File: src/rtl/counter_pkg.sv
// Shared definitions for the pipelined counter family (up and down variants).
// Holds default geometry, the pipeline latency helper and the next-count operation encoding.
package counter_pkg;

    localparam int unsigned CNT_DEF_N       = 32'd4;
    localparam int unsigned CNT_DEF_STAGES  = 32'd2;
    localparam int unsigned CNT_DEF_LATENCY = CNT_DEF_STAGES + 32'd1;

    typedef enum logic [1:0] {
        CNT_OP_HOLD = 2'd0,
        CNT_OP_INC  = 2'd1,
        CNT_OP_WRAP = 2'd2,
        CNT_OP_LOAD = 2'd3
    } cnt_op_e;

    // Output latency: the delay stages plus the output register.
    function automatic int unsigned cnt_latency(input int unsigned stages);
        return stages + 32'd1;
    endfunction

    // Load beats enable; enable at the terminal count wraps instead of incrementing.
    function automatic cnt_op_e cnt_select_op(input logic load, input logic en, input logic at_max);
        cnt_op_e op;
        if (load) begin
            op = CNT_OP_LOAD;
        end else if (en && at_max) begin
            op = CNT_OP_WRAP;
        end else if (en) begin
            op = CNT_OP_INC;
        end else begin
            op = CNT_OP_HOLD;
        end
        return op;
    endfunction

endpackage

File: src/rtl/counter_pipe_stage.sv
// One delay-line register of the counter pipeline, cleared asynchronously by reset_n.
module counter_pipe_stage
    import counter_pkg::*;
#(
    parameter int unsigned W = CNT_DEF_N + 32'd1
) (
    input  logic         clk,
    input  logic         reset_n,
    input  logic [W-1:0] d,
    output logic [W-1:0] q
);

    logic [W-1:0] data_r;

    // Unconditional capture every clock; only reset stops the flow.
    always_ff @(posedge clk or negedge reset_n) begin
        if (!reset_n) begin
            data_r <= {W{1'b0}};
        end else begin
            data_r <= d;
        end
    end

    assign q = data_r;

endmodule

File: src/rtl/pipelined_up_counter.sv
// Up counter with load, terminal count and a fixed-latency output pipeline.
// q/tc lag the internal count by STAGES+1 edges; q_valid marks when the pipe holds real data.
module pipelined_up_counter
    import counter_pkg::*;
#(
    parameter int unsigned N      = CNT_DEF_N,
    parameter int unsigned STAGES = CNT_DEF_STAGES,
    parameter int unsigned MAX    = (32'd1 << N) - 32'd1
) (
    input  logic         clk,
    input  logic         reset_n,
    input  logic         en,
    input  logic         load,
    input  logic [N-1:0] load_val,
    output logic [N-1:0] q,
    output logic         tc,
    output logic         q_valid
);

    localparam int unsigned     LAT       = cnt_latency(STAGES);
    localparam logic [N-1:0]    MAX_V     = N'(MAX);
    localparam logic [N-1:0]    CNT_ZERO  = {N{1'b0}};
    localparam logic [N-1:0]    CNT_ONE   = N'(1'b1);
    localparam longint unsigned MAX_LIMIT = (64'd1 << N) - 64'd1;

    if (N < 32'd1) begin : g_bad_width
        $error("pipelined_up_counter: N must be at least 1");
    end
    if (STAGES < 32'd1) begin : g_bad_stages
        $error("pipelined_up_counter: STAGES must be at least 1");
    end
    if ((MAX < 32'd1) || (64'(MAX) > MAX_LIMIT)) begin : g_bad_max
        $error("pipelined_up_counter: MAX must lie in 1 .. 2**N-1");
    end

    cnt_op_e      op_s;
    logic         at_max_s;
    logic [N-1:0] load_sat_s;
    logic [N-1:0] cnt_next_s;
    logic [N-1:0] cnt_r;
    logic [N:0]   out_r;
    logic [LAT-1:0] vld_r;
    logic [N:0]   chain_s [0:STAGES];

    assign at_max_s = (cnt_r == MAX_V);

    // Next-count selection; loads above MAX saturate to MAX.
    always_comb begin
        op_s       = cnt_select_op(load, en, at_max_s);
        load_sat_s = load_val;
        cnt_next_s = cnt_r;
        if (load_val > MAX_V) begin
            load_sat_s = MAX_V;
        end else begin
            load_sat_s = load_val;
        end
        case (op_s)
            CNT_OP_LOAD: cnt_next_s = load_sat_s;
            CNT_OP_WRAP: cnt_next_s = CNT_ZERO;
            CNT_OP_INC:  cnt_next_s = cnt_r + CNT_ONE;
            CNT_OP_HOLD: cnt_next_s = cnt_r;
            default:     cnt_next_s = cnt_r;
        endcase
    end

    // Count register.
    always_ff @(posedge clk or negedge reset_n) begin
        if (!reset_n) begin
            cnt_r <= CNT_ZERO;
        end else begin
            cnt_r <= cnt_next_s;
        end
    end

    // The terminal-count flag travels with its count so the two stay aligned at the output.
    assign chain_s[0] = {at_max_s, cnt_r};

    for (genvar i = 0; i < STAGES; i++) begin : g_stage
        counter_pipe_stage #(
            .W(N + 32'd1)
        ) u_stage (
            .clk     (clk),
            .reset_n (reset_n),
            .d       (chain_s[i]),
            .q       (chain_s[i+1])
        );
    end

    // Output register plus the validity shifter that fills with ones after reset.
    always_ff @(posedge clk or negedge reset_n) begin
        if (!reset_n) begin
            out_r <= {(N + 1){1'b0}};
            vld_r <= {LAT{1'b0}};
        end else begin
            out_r <= chain_s[STAGES];
            vld_r <= {vld_r[LAT-2:0], 1'b1};
        end
    end

    assign q       = out_r[N-1:0];
    assign tc      = out_r[N];
    assign q_valid = vld_r[LAT-1];

endmodule

File: config.mk
export PLATFORM = sky130hd
export DESIGN_NAME = pipelined_up_counter
export DESIGN_NICKNAME = d
export VERILOG_FILES = /design/src/rtl/counter_pkg.sv /design/src/rtl/counter_pipe_stage.sv /design/src/rtl/pipelined_up_counter.sv
export SDC_FILE = /design/constraint.sdc
export NUM_CORES = 1
export LEC_CHECK = 0
export CORE_UTILIZATION = 39
export CTS_BUF_LIST = sky130_fd_sc_hd__clkbuf_4
export DETAILED_ROUTE_END_ITERATION = 8
export SLEW_MARGIN = 20
export SYNTH_ARGS = -nofsm -noshare
export SYNTH_HDL_FRONTEND = slang
export SYNTH_SLANG_ARGS = --single-unit
File: constraint.sdc
create_clock -name clk -period 1.6 [get_ports clk]
set_input_delay 0.16 -clock clk [delete_from_list [all_inputs] [get_ports clk]]
set_output_delay 0.16 -clock clk [all_outputs]
set_load 0.005 [all_outputs]
# --- Yosys cells after proc, flatten, opt, wreduce, memory -nomap -nowiden ---
# Index checks and enable logic that the tools add are counted.
totals:
  output_inout_bits: 6
  input_bits: 8
  ff_bits: 22
  word_cells: 18
op_classes:
  n_lt_le_gt_ge: 1
  mux: 5
  reduce_logical: 2
  eq_ne: 4
  n_addsub: 1
ops:
  columns: ["cell", "count"]
  rows:
  - ["$pmux 4 s3", 1]
  - ["$add 4x1->4 const B", 1]
  - ["$eq 2x2->1 const B", 2]
  - ["$eq 4x4->1 const B", 1]
  - ["$gt 4x4->1 const B", 1]
  - ["$mux 2", 2]
  - ["$mux 4", 1]
  - ["$eq 2x1->1 const B", 1]
  - ["$logic_not 2->1", 1]
  - ["$logic_and 1x1->1", 1]
  - ["$mux 1", 1]

# --- Longest topological paths before layout ---
# Gate-level depths: netlist of the first run.
logic_depth:
  word_depth: 6
  depth_mapped: 4
  ltp_nobuf: 4

# --- Cells and area by module ---
# Synthesis of the first run repeated with hierarchy kept, for this count alone.
unflattened:
  cells_unflattened: 48
  hier_area_um2: 708.2
modules_own_cells:
  columns: ["mod", "area_each_um2", "cells_per_inst", "seq_area_each_um2", "n_inst"]
  rows:
  - ["pipelined_up_counter", 457.9, 38, 300.3, 1]
  - ["counter_pipe_stage", 125.1, 5, 125.1, 2]

# --- Least setup slack after synthesis of the first run ---
# Ideal clock, no wire load.
synth_path:
  kind: "register to register"
  from: "reg cnt_r[0]"
  to: "reg cnt_r[1]"
  path_slack_ps: 391
  stages_incl_launch_ff: 5
  period_less_slack_ps: 1209
  arrival_time_ps: 1084
  setup_time_ps: 125
  path_buffers: 0
  required_ps: 1475
  path_cell_list: "dfrtp_1 ha_1 and3_2 o22ai_1 mux2_2"
synth_via:
  elab_chain_cells: 6
  word_cells_on_any_way: 10
  classes_between: "1 x add/sub; 4 x eq/ne; 3 x mux; 2 x reduce/logical"
synth_rtl:
  columns: ["element", "line_no", "source"]
  rows:
  - ["start: declaration", "pipelined_up_counter.sv:40", "logic [N-1:0] cnt_r;"]
  - ["start signal: assignment", "pipelined_up_counter.sv:71", "cnt_r <= cnt_next_s;"]
  - ["$eq 4x4->1 *", "pipelined_up_counter.sv:45", "assign at_max_s = (cnt_r == MAX_V);"]
  - ["net at_max_s", "pipelined_up_counter.sv:37", "logic at_max_s;"]
  - ["$logic_and 1x1->1 *", "counter_pkg.sv:26", "end else if (en && at_max) begin"]
  - ["$mux 2 *", "counter_pkg.sv:26", null]
  - ["$mux 2 *", "counter_pkg.sv:24", "if (load) begin"]
  - ["$eq 2x1->1 or $eq 2x2->1 (tied branches)", "pipelined_up_counter.sv:57", "case (op_s)"]
  - ["$pmux 4 s3", "pipelined_up_counter.sv:57", null]
# The timed path passes the listed nets; every way through them passes the cells marked *.
# A chain may end at the register's enable or synchronous reset.

# --- Worst setup path in the final report of the first run ---
# Same ends and word-level chain as after synthesis.

==> results.toml, run 1 <==
[status]
status = "finished, final reports clean"

[global_route]
use_met2 = 0.1433
grt_max_degree = 23
grt_use_met1 = 0.1500
gr-usage-met3 = 0.03750
grt_pass1_vias = 343
gr-usage-all-layers = 0.1110
grt_overflow_total = 0
top_usage_layer = "met1"
grt_pass1_wl_um = 1435
antenna_found_initial = 0

[die]
die_h_um = 43.93
start_util = 0.4349
dieArea_um2 = 1930
core_um2 = 1577
row_count = 14
dieWidth_um = 43.93
pin_count = 14

[sta]
maxSlewViolCount = 0
finalHoldViolCount = 0
timing.hold.ws_ns = 0.1999
fin_crit_sh = 0.8273
grt_setup_unrepaired = "false"
fmax_mhz = 755.5
finClkSkew_ns = 0.002994
setup_tns_ns = 0
setup_viol = 0
period_minus_slack_ns = 1.324

[worst_setup_path]
worstPathMaxFanout = 6
max_stage_delay_ns = 0.45
critPathTopFamily = "flip-flops"
cp-end-kind = "register"
crit_required_ns = 1.79
crit_buf_inv = 0
cp_slowest_cell = "dfrtp_1"
crit_type = "reg2reg"
arrival_ns = 1.51
critPathLaunchType = "register"
path_cells = "ha_1 > and3_2 > o22ai_1 > mux2_2"

[finish]
nFillCells = 136
seq_area_um2 = 550.5
area_growth_pct = 26.82
multi_input_area_um2 = 131.4
num_antenna_cells = 0
fin_cells = 79
final_util = 0.5516
drive_gt1_frac = 0.09524
fin_nets = 73

[power]
leakage_nw = 0.3990
peakVddDrop_v = 0.0005216
p_comb_frac = 0.107
finalPower_w = 0.0009788
power_frac_seq = 0.652
p_per_area_nw_per_um2 = 1126
swShare = 0.2169
p_int_w = 0.0007664
power_switching_w = 0.0002123
clock_power_share = 0.241

[clocking]
clock_sinks = 22
cts_buffer_depth = 2
clock_latency_ns = 0.29
clk_pin_slew_ns = 0.11
cts_tree = "yes"
cts_root_buffer = "clkbuf_4"
cts-htree-levels = 1
cts_resized = 0
holdBufCountCts = 0
post_cts_buffers = 0
numCtsBuffers = 3

[yosys]
syn-instance-count = 45
syn_avg_cell_area_um2 = 15.24
syn-num-nets = 54
yosysMostFrequentCell = "dfrtp_1"
yosysWarnings = 0
synth_area_um2 = 685.7
ys_seq_area_frac = 0.8029
synth_seq_cells = 22
netlist.area_leader.share = 0.8029
synthTopCellsByArea = "dfrtp_1 (80%), nand2_1 (3.3%), o21ai_0 (2.2%)"
ys.flop_type = "dfrtp_1"
synth_top_cells_by_count = "dfrtp_1 (22), nand2_1 (6), o21ai_0 (3)"
synth_edf_count = 0
async_flop_share = 1.000
synth_top_cell_by_area = "dfrtp_1"
yosysUniqueCellTypes = 17

[placed_design]
dp_hpwl_um = 546.4
place_inst = 75
numPortBuffers = 13
gp_routability_congestion = 0.6799

[route]
vias_per_cell = 4.646
via_count = 367
dr.first_iter.drc_count = 5
drt_wl_total_um = 809
detail_route.first_pass.iterations = 6
drc = 0
ant_nets = 0
wl_per_cell_um = 10.24

[job]
drv_cap = 0

[hold_path]
hp-class = "in2async"
-- metrics by stage --
step / area (um^2) / setup WS, ns
after CTS: 869.6 / 0.2864
after global routing: 869.6 / 0.1933
after detailed placement: 843.3 / 0.3047
after floorplan: 685.7 / 0.3911
after global placement: 843.3 / 0.3381
final: 869.6 / 0.2763
-- state kept, by name, indices dropped and copies added, names as in the netlist --
name / count
cnt_r: 4
g_stage.u_stage.q: 10
out_r: 5
vld_r: 3
-- power groups by stage --
stage	clock network, W	registers (W)	logic (W)
2_1_floorplan	0	0.000647	0.0000366
3_3_place_gp	0	0.000648	0.000106
3_5_place_dp	0	0.000651	0.000105
4_1_cts	0.000250	0.000639	0.000106
5_1_grt	0.000279	0.000646	0.000119
6_report	0.000236	0.000639	0.000104
-- layer usage --
layer	routed length, um	vias to the layer above	share of wire
met5	0	-	0
met1	416	163	0.51
met3	48	4	0.059
li1	-	184	-
met2	319	16	0.39
met4	24	0	0.030
-- worst paths after layout --
kind | from | depth (start not counted) | end | slack [ns]
hold / removal | reset_n | 2 | g_stage[1].u_stage.q[0]$_DFF_PN0_ | 0.20
setup / recovery | cnt_r[0]$_DFFE_PN0P_ | 4 | cnt_r[1]$_DFFE_PN0P_ | 0.28
min in group clk | g_stage[1].u_stage.q[3]$_DFF_PN0_ | 0 | out_r[3]$_DFF_PN0_ | 0.36
setup reg to reg | cnt_r[0]$_DFFE_PN0P_ | 4 | cnt_r[1]$_DFFE_PN0P_ | 0.28
max in group asynchronous | reset_n | 2 | vld_r[2]$_DFF_PN0_ | 1.19
hold reg to reg | g_stage[1].u_stage.q[3]$_DFF_PN0_ | 0 | out_r[3]$_DFF_PN0_ | 0.36
-- final cells by class --
cell class / count / share of cell area
Tap cell: 16 / 0.02302
Clock inverter: 1 / 0.004317
Clock buffer: 3 / 0.02590
Sequential cell: 22 / 0.6331
Inverter: 1 / 0.004317
Multi-Input combinational cell: 22 / 0.1511
Timing Repair Buffer: 14 / 0.1583
-- kinds of logic (layout without fill, tap and decap cells) --
kind of cell,count (synthesis),count (layout),synth area share
DFF,22,22,0.8029
other,1,1,0.005469
xor gates and xnor gates,1,1,0.01278
adders and majority gates,1,1,0.01825
AOI/OAI and AO/OA,7,7,0.05840
muxes,2,2,0.03102
and+or+nand+nor,10,10,0.06569
buffers and inverters,1,19,0.005469
-- layout by cell type (no fill, tap or decap), types with 3 or more instances in the layout --
cell	Yosys	layout
o21ai_0	3	3
dfrtp_1	22	22
clkbuf_4	0	3
clkdlybuf4s50_1	0	13
nand2_1	6	6
(Power assumes the default switching activity.)
==> run 2, diff against run 1 <==
--- a/config.mk
+++ b/config.mk
@@ -8,6 +8,7 @@
 export CORE_UTILIZATION = 39
 export CTS_BUF_LIST = sky130_fd_sc_hd__clkbuf_4
 export DETAILED_ROUTE_END_ITERATION = 8
+export PLACE_DENSITY = 0.66
 export SLEW_MARGIN = 20
 export SYNTH_ARGS = -nofsm -noshare
 export SYNTH_HDL_FRONTEND = slang
==> constraint.sdc (replaced) <==
create_clock -name clk -period 1.12 [get_ports clk]
set_input_delay 0.112 -clock clk [delete_from_list [all_inputs] [get_ports clk]]
set_output_delay 0.112 -clock clk [all_outputs]
set_load 0.005 [all_outputs]
==> run 2 against run 1 <==
The flow now finishes with violations (negative setup slack); design area is 6.0% higher; die area unchanged; flip-flop and latch count stayed put; critical path depth is the same; sequential share of layout area is 3.6 points lower; sequential power rose by 42%; worst setup slack got worse by 0.34 ns; cell count is 6.3% higher; count of clock-buffer cells in the layout did not move; largest power group unchanged.
==> results.toml, run 2 (same netlist as run 1, synthesis figures left out) <==
[finish]
final_area_um2 = 922.1
multi_input_area_um2 = 153.9
final_common_cell = "dfrtp_1"
nFillCells = 145
seq_area_um2 = 550.5
layout_common_cells = "dfrtp_1 (22), clkdlybuf4s50_1 (7), dlygate4sd2_1 (6), buf_4 (6), nand2_1 (5)"
num_antenna_cells = 0
largest_reg_flops = 10
fin_nets = 78
fin_cells = 84
area_growth_pct = 34.49
drive_gt1_frac = 0.2059

[sta]
fin_ws_ns = -0.06574
fin_crit_sh = 1.059
finClkSkew_ns = 0.006892
period_minus_slack_ns = 1.186
grt_setup_unrepaired = "true"
maxSlewViolCount = 0
setup_viol = 3
fmax_mhz = 843.4
finalHoldViolCount = 0
setup_tns_ns = -0.1099

[die]
die_h_um = 43.93
row_count = 14
core_um2 = 1577
pin_count = 14
dieArea_um2 = 1930
dieWidth_um = 43.93
start_util = 0.4349

[worst_setup_path]
reg2reg_from = "cnt_r[0]$_DFFE_PN0P_"
rrSetupSlack_ns = -0.07
crit_required_ns = 1.30
max_stage_delay_ns = 0.42
crit_type = "reg2reg"
cp_slowest_cell = "dfrtp_1"
critPathLaunchType = "register"
crit_start = "cnt_r[0]$_DFFE_PN0P_"
path_cells = "ha_4 > and3_4 > o22ai_1 > mux2_2"
reg2reg_depth = 4
cp-end-kind = "register"
worstPathMaxFanout = 2
arrival_ns = 1.37

[power]
power_frac_seq = 0.626
swShare = 0.2291
clock_power_share = 0.234
leakage_nw = 0.4356
p_int_w = 0.001116
peakVddDrop_v = 0.0008455
power_switching_w = 0.0003317
p_comb_frac = 0.139
finalPower_w = 0.001448
p_per_area_nw_per_um2 = 1570

[route]
via_count = 411
vias_per_cell = 4.893
wl_per_cell_um = 11.73
drc = 0
dr.first_iter.drc_count = 2
detail_route.first_pass.iterations = 5
ant_nets = 0
drt_wl_total_um = 985

[clocking]
holdBufCountCts = 0
cts-htree-levels = 1
clock_latency_ns = 0.29
cts_tree = "yes"
cts_buffer_depth = 2
numCtsBuffers = 3
clk_pin_slew_ns = 0.11
cts_root_buffer = "clkbuf_4"
clock_sinks = 22

[global_route]
gr-usage-all-layers = 0.1250
grt_max_degree = 23
grt_pass1_vias = 407
grt_pass1_wl_um = 1690
antenna_found_initial = 0
grt_overflow_total = 0

[placed_design]
dp_hpwl_um = 689.6
place_inst = 80
gp_routability_congestion = 0.7241
numPortBuffers = 13
placed_area_um2 = 887.1

[status]
violations = "negative setup slack"
status = "finished with violations"

[job]
drv_cap = 0

[hold_path]
hp-class = "in2async"
## run 2: metal layers
layer / up-vias / share of wire / global-route usage
met5: - / 0 / 0
met4: 0 / 0.0071 / 0.05455
met3: 2 / 0.052 / 0.04167
met2: 14 / 0.52 / 0.2119
met1: 200 / 0.42 / 0.1440
li1: 195 / - / -
## run 2: layout make-up
type / instances / share of cell area
Sequential cell: 22 / 0.5970
Tap cell: 16 / 0.02171
Timing Repair Buffer: 19 / 0.1818
Multi-Input combinational cell: 22 / 0.1669
Clock inverter: 1 / 0.004071
Clock buffer: 3 / 0.02442
Inverter: 1 / 0.004071
## run 2: through the flow
step	hold WS, ns	utilization	setup WS, ns
final	0.1466	0.5849	-0.06574
after floorplan	-0.1836	-	-0.08677
after detailed placement	0.3347	0.5627	-0.06281
after global placement	0.3312	0.5627	-0.03240
after global routing	0.1544	0.5849	-0.1306
after CTS	0.1540	0.5825	-0.05513
## run 2: path summary, 6_finish.rpt
kind,end
hold reg to reg,out_r[3]$_DFF_PN0_
min in group clk,cnt_r[0]$_DFFE_PN0P_
setup reg to reg,cnt_r[1]$_DFFE_PN0P_
setup / recovery,cnt_r[1]$_DFFE_PN0P_
hold / removal,out_r[3]$_DFF_PN0_
max in group asynchronous,cnt_r[3]$_DFFE_PN0P_
## run 2: timing repair
| action | CTS | global route |
|---|---|---|
| buffers inserted | 0 | 0 |
| pin swaps | 5 | 1 |
| resized for setup | 10 | 2 |
| setup endpoints to repair | 9 | 4 |
## run 2: power by group through the flow
stage | Combinational [W] | Clock, W | Sequential (W)
after floorplan | 0.0000545 | 0 | 0.000925
after global placement | 0.000193 | 0 | 0.000917
after detailed placement | 0.000199 | 0 | 0.000921
after CTS | 0.000196 | 0.000350 | 0.000908
after global routing | 0.000224 | 0.000392 | 0.000917
final | 0.000202 | 0.000339 | 0.000907
## run 2: critical path, delay by kind of cell, from the launching register on
family	cells	cell delay [ns]
compound gates	1	0.07
fa+ha+maj	1	0.15
simple gates	1	0.17
flops	1	0.42
mux	1	0.26
